File: src/rtl/seq_trigger.sv
// Pattern/edge trigger sequencer: watches a registered bus for a masked match and
// issues a delayed one-cycle start pulse, with optional holdoff and re-arm.
module seq_trigger #(
    parameter int IN_BITS  = 8,
    parameter int CNT_BITS = 16
) (
    input  logic                SEQ_CLK,
    input  logic                SEQ_RST_N,
    input  logic [IN_BITS-1:0]  SEQ_IN,
    input  logic [IN_BITS-1:0]  CONF_PATTERN,
    input  logic [IN_BITS-1:0]  CONF_MASK,
    input  logic                CONF_EDGE,
    input  logic                CONF_CONT,
    input  logic [CNT_BITS-1:0] CONF_DELAY,
    input  logic [CNT_BITS-1:0] CONF_HOLDOFF,
    input  logic                CONF_ARM,
    input  logic                CONF_ABORT,
    output logic                SEQ_EXT_START,
    output logic                BUSY,
    output logic                DONE,
    output logic [CNT_BITS-1:0] TRIG_CNT
);

    typedef enum logic [1:0] {IDLE, ARMED, DELAY, HOLDOFF} state_t;

    state_t              state_q, state_d;
    logic [IN_BITS-1:0]  s1_q, s1_d;
    logic                match_prev_q, match_prev_d;
    logic [CNT_BITS-1:0] cnt_q, cnt_d;
    logic                start_q, start_d;
    logic                done_q, done_d;
    logic [CNT_BITS-1:0] trig_cnt_q, trig_cnt_d;
    logic                match, trig, fire;

    always_comb begin
        s1_d         = SEQ_IN;
        match        = (((s1_q ^ CONF_PATTERN) & CONF_MASK) == '0);
        match_prev_d = match;
        trig         = CONF_EDGE ? (match & ~match_prev_q) : match;

        state_d    = state_q;
        cnt_d      = cnt_q;
        start_d    = 1'b0;
        done_d     = done_q;
        trig_cnt_d = trig_cnt_q;
        fire       = 1'b0;

        case (state_q)
            IDLE: begin
                if (CONF_ARM) begin
                    state_d    = ARMED;
                    done_d     = 1'b0;
                    trig_cnt_d = '0;
                end
            end
            ARMED: begin
                if (trig) begin
                    if (CONF_DELAY == '0) begin
                        fire = 1'b1;
                    end else begin
                        state_d = DELAY;
                        cnt_d   = CONF_DELAY;
                    end
                end
            end
            DELAY: begin
                // Counter holds the remaining cycles, so the last one fires.
                if (cnt_q == CNT_BITS'(1)) fire = 1'b1;
                else                       cnt_d = cnt_q - CNT_BITS'(1);
            end
            HOLDOFF: begin
                if (cnt_q == CNT_BITS'(1)) state_d = ARMED;
                else                       cnt_d   = cnt_q - CNT_BITS'(1);
            end
            default: state_d = IDLE;
        endcase

        if (fire) begin
            start_d = 1'b1;
            if (trig_cnt_q != '1) trig_cnt_d = trig_cnt_q + CNT_BITS'(1);
            if (CONF_CONT) begin
                if (CONF_HOLDOFF == '0) begin
                    state_d = ARMED;
                end else begin
                    state_d = HOLDOFF;
                    cnt_d   = CONF_HOLDOFF;
                end
            end else begin
                state_d = IDLE;
                done_d  = 1'b1;
            end
        end

        // Abort wins over arm and over a coincident fire; status is preserved.
        if (CONF_ABORT) begin
            state_d    = IDLE;
            cnt_d      = cnt_q;
            start_d    = 1'b0;
            done_d     = done_q;
            trig_cnt_d = trig_cnt_q;
        end
    end

    always_ff @(posedge SEQ_CLK or negedge SEQ_RST_N) begin
        if (!SEQ_RST_N) begin
            state_q      <= IDLE;
            s1_q         <= '0;
            match_prev_q <= 1'b1;
            cnt_q        <= '0;
            start_q      <= 1'b0;
            done_q       <= 1'b0;
            trig_cnt_q   <= '0;
        end else begin
            state_q      <= state_d;
            s1_q         <= s1_d;
            match_prev_q <= match_prev_d;
            cnt_q        <= cnt_d;
            start_q      <= start_d;
            done_q       <= done_d;
            trig_cnt_q   <= trig_cnt_d;
        end
    end

    assign SEQ_EXT_START = start_q;
    assign BUSY          = (state_q != IDLE);
    assign DONE          = done_q;
    assign TRIG_CNT      = trig_cnt_q;

endmodule

File: config.mk
export PLATFORM = sky130hd
export DESIGN_NAME = seq_trigger
export DESIGN_NICKNAME = d
export VERILOG_FILES = /design/src/rtl/seq_trigger.sv
export SDC_FILE = /design/constraint.sdc
export NUM_CORES = 1
export LEC_CHECK = 0
export CAP_MARGIN = 15
export CELL_PAD_IN_SITES_DETAIL_PLACEMENT = 0
export CELL_PAD_IN_SITES_GLOBAL_PLACEMENT = 1
export CORE_ASPECT_RATIO = 0.6
export CORE_MARGIN = 8
export CORE_UTILIZATION = 37
export CTS_CLUSTER_DIAMETER = 120
export DETAILED_ROUTE_END_ITERATION = 6
export PLACE_DENSITY_LB_ADDON = 0.15
export SETUP_SLACK_MARGIN = 0.3
export SLEW_MARGIN = 20
export SYNTH_ARGS = -nofsm -noshare
export SYNTH_HDL_FRONTEND = slang
export SYNTH_SLANG_ARGS = --single-unit
File: constraint.sdc
create_clock -name SEQ_CLK -period 3.7 [get_ports SEQ_CLK]
set_input_delay 0.555 -clock SEQ_CLK [delete_from_list [all_inputs] [get_ports SEQ_CLK]]
set_output_delay 0.555 -clock SEQ_CLK [all_outputs]
set_load 0.01 [all_outputs]
==> reports/results.txt <==
Power Density -> 498 mW/mm^2
Inst Count DP -> 600
Resize count post-CTS -> 0
slowest stage delay, CP -> 0.57 ns
initial antenna violation count -> 1
clock buffer count from CTS -> 5
Die Y -> 90.1 um
status -> complete, no violations
row cnt -> 27
EDFF count, synth -> 0
clock-pin transition on the worst setup and hold timing paths -> 0.07 ns
Pleak -> 1.75 nW
# port buffers -> 80
Final Total Pwr -> 2.25 mW
commonest non-fill, non-tap cell in the layout -> clkdlybuf4s50_1
# hold bufs at CTS -> 0
share of layout cells above drive strength 1 -> 8.94%
number of cells produced by synthesis -> 411
Final Cycle Share -> 85.9%
Worst EP required -> 3.88 ns
max-cap viol count -> 0
Cell Area, Synth -> 0.00339 sq mm
Non-Filler Instances -> 608
R2R depth -> 8
Worst Slack Setup Final -> 0.523 ns
GPL Wtd Cong -> 0.906
sequential share of power -> 32.5%
Via density -> 6.02
cell internal pwr -> 1.29 mW
Final Hold Vio Count -> 0
die area -> 0.0126 sq mm
P_sw -> 0.962 mW
first-pass GRT wire length -> 20300 um
chip width -> 139 um
Combinational Power Share -> 47.1%
clk_lat worst skew -> 0.29 ns
I/O Pins -> 81
Top delay family on crit path -> compound AO/OA/AOI/OAI gates
Post-synth ARST share -> 100%
Slew headroom -> 49.1%
DP Wirelength -> 9550 um
Clock power frac -> 20.4%
via count -> 3662
Crit path arrival time -> 3.35 ns
sw frac -> 42.7%
unrepaired setup endpoints after global routing -> false
final net count -> 561
reg-to-reg critical path startpoint -> cnt_q[4]$_DFFE_PN0N_
vias in the first global route -> 3621
Crit-path slowest cell -> a211oi_1
Post-Route WL -> 12600 um
Cell Chain, Critical Path -> clkdlybuf4s50_1 -> xor2_1 -> a22oi_1 -> nand2_1 -> or3_1 -> buf_4 -> a211oi_1 -> nor3b_1 -> a211o_1
total negative slack -> 0 ns
worst reg-to-reg setup slack -> 0.59 ns
Ant. Diodes -> 0
post-placement setup slack -> 0.280 ns
starting DRC count in detailed routing -> 386
CP endpoint kind -> flip-flop
Routed Antenna Nets -> 0
max frequency -> 315 MHz
First-pass DRT Iterations -> 5
CP bufs+invs -> 2
clock sink count -> 45
Max Transition Viols Final -> 0
Worst-Margin Slew -> 0.757 ns
largest net degree at the start of global routing -> 41
GR Util All Layers -> 20.1%
clock root buffer -> clkbuf_16
CP Launch Type -> input port
CTS Buffer Depth -> 2
Synthesis Warnings -> 0
H-tree Lvls -> 2
DRC Markers -> 0
commonest cells after routing, fill and taps aside -> 79 x clkdlybuf4s50_1, 44 x dfrtp_1, 31 x nand2_1, 31 x nor2_1, 25 x nor3_1
Starting Density -> 37.5%
CP startpoint -> CONF_PATTERN[7]
Max Clock Skew -> 0.00695 ns
critical path fanouts, max -> 6
syn_nets -> 481
grt total ovfl -> 0
reg2reg end -> TRIG_CNT[8]$_DFFE_PN0N_
Layout area overhead -> 33.6%
flops & latches, synth -> 45
CP Class -> in -> reg
Syn Area/Cell -> 8.24 sq um
WL/cell -> 20.7 um
Netlist cell types -> 60
CTS tree -> built
ys flop type -> dfrtp_1
core area -> 0.00902 sq mm
post-CTS setup buffer count -> 0
final-report setup violation count -> 0
Min-Delay Path Class -> in -> async
sequential-to-total area share from yosys stat -> 33.3%
maximum VDD drop -> 0.215 mV
Tmin final -> 3.18 ns
==> worst reg2reg max path: cells and delay by family (launching register included) <==
family / cells / cell delay (ns)
buffers and inverters: 1 / 0.21
AO/OA/AOI/OAI: 3 / 0.85
AND/OR/NAND/NOR: 4 / 1.48
flip-flops: 1 / 0.43
==> power groups by stage <==
stage | Clock (mW) | Combinational [mW] | Sequential (mW)
CTS | 0.473 | 1.03 | 0.724
floorplan | 0 | 0.717 | 0.663
global placement | 0 | 1.02 | 0.733
finish | 0.460 | 1.06 | 0.731
detailed placement | 0 | 1.03 | 0.733
global route | 0.494 | 1.16 | 0.747
==> synthesized netlist by cell type, types with 4 or more instances <==
library cell	number	area, sq um
dfrtp_1	44	1100
nand2_1	31	116
nor2_1	31	116
nor3_1	25	125
nand3_1	22	110
clkbuf_1	21	78.8
o21ai_0	20	100
a21oi_1	18	90.1
nor4_1	17	106
inv_1	15	56.3
o211ai_1	11	82.6
mux2i_1	10	100
and3_1	9	56.3
ha_1	8	100
nand4_1	8	50.1
xor2_1	8	70.1
mux2_2	7	78.8
a211oi_1	5	37.5
and2_1	5	31.3
nor2b_1	5	31.3
o22ai_1	5	31.3
o311ai_0	5	43.8
a2111oi_0	4	35.0
a211o_1	4	35.0
a22oi_1	4	30.0
a32oi_1	4	35.0
nor3b_1	4	30.0
or3_1	4	25.0
or4_1	4	30.0
xnor2_1	4	35.0
==> worst max-delay path by stage <==
stage | end | slack, ns | cells after the start
final | cnt_q[3]$_DFFE_PN0N_ | 0.52 | 9
after CTS | cnt_q[3]$_DFFE_PN0N_ | 0.57 | 9
after global routing | cnt_q[4]$_DFFE_PN0N_ | 0.37 | 9
after detailed placement | cnt_q[3]$_DFFE_PN0N_ | 0.28 | 9
after floorplan | cnt_q[3]$_DFFE_PN0N_ | 0.93 | 9
after global placement | cnt_q[5]$_DFFE_PN0N_ | 0.35 | 9
==> area by class of cell <==
cell class | count | area [sq um]
inverters | 15 | 56.3
fillers | 900 | 4500
multi-input cells | 324 | 2090
clock inverters | 2 | 15.0
clock buffers | 6 | 129
well taps | 116 | 145
flip-flops and latches | 45 | 1130
repair buffers | 100 | 958
==> cell families (layout without fill, tap and decap cells) <==
group / Yosys count / count (layout) / synth area share (%)
adders and majority gates: 8 / 8 / 2.96
and+or+nand+nor: 175 / 175 / 26.7
xor gates and xnor gates: 12 / 12 / 3.10
muxes: 17 / 17 / 5.28
DFF: 45 / 45 / 33.3
AOI/OAI and AO/OA: 112 / 112 / 23.7
buffers and inverters: 42 / 123 / 4.95
==> flip-flops by register name (all words and copies together), names as in the netlist <==
signal,cells
state_q,2
TRIG_CNT,16
cnt_q,16
SEQ_EXT_START,1
DONE,1
s1_q,8
match_prev_q,1
==> per-layer routing <==
layer / global-route usage (%) / vias to the layer above / share of wire, % / wire (um)
met2: 26.9 / 192 / 38 / 4840
met5: 0 / - / 0 / 0
li1: - / 1728 / - / -
met3: 6.49 / 6 / 10 / 1310
met4: 3.27 / 0 / 0.50 / 63
met1: 30.3 / 1736 / 51 / 6370
==> through the flow <==
step | cell area, sq um | hold WS [ns] | util, %
global route | 4520 | 0.260 | 50.1
CTS | 4520 | 0.246 | 50.1
finish | 4520 | 0.237 | 50.1
detailed placement | 4380 | 0.485 | 48.5
global placement | 4380 | 0.464 | 48.5
floorplan | 3390 | 0.259 | -
Note: power is estimated with default switching activity, not from simulation.
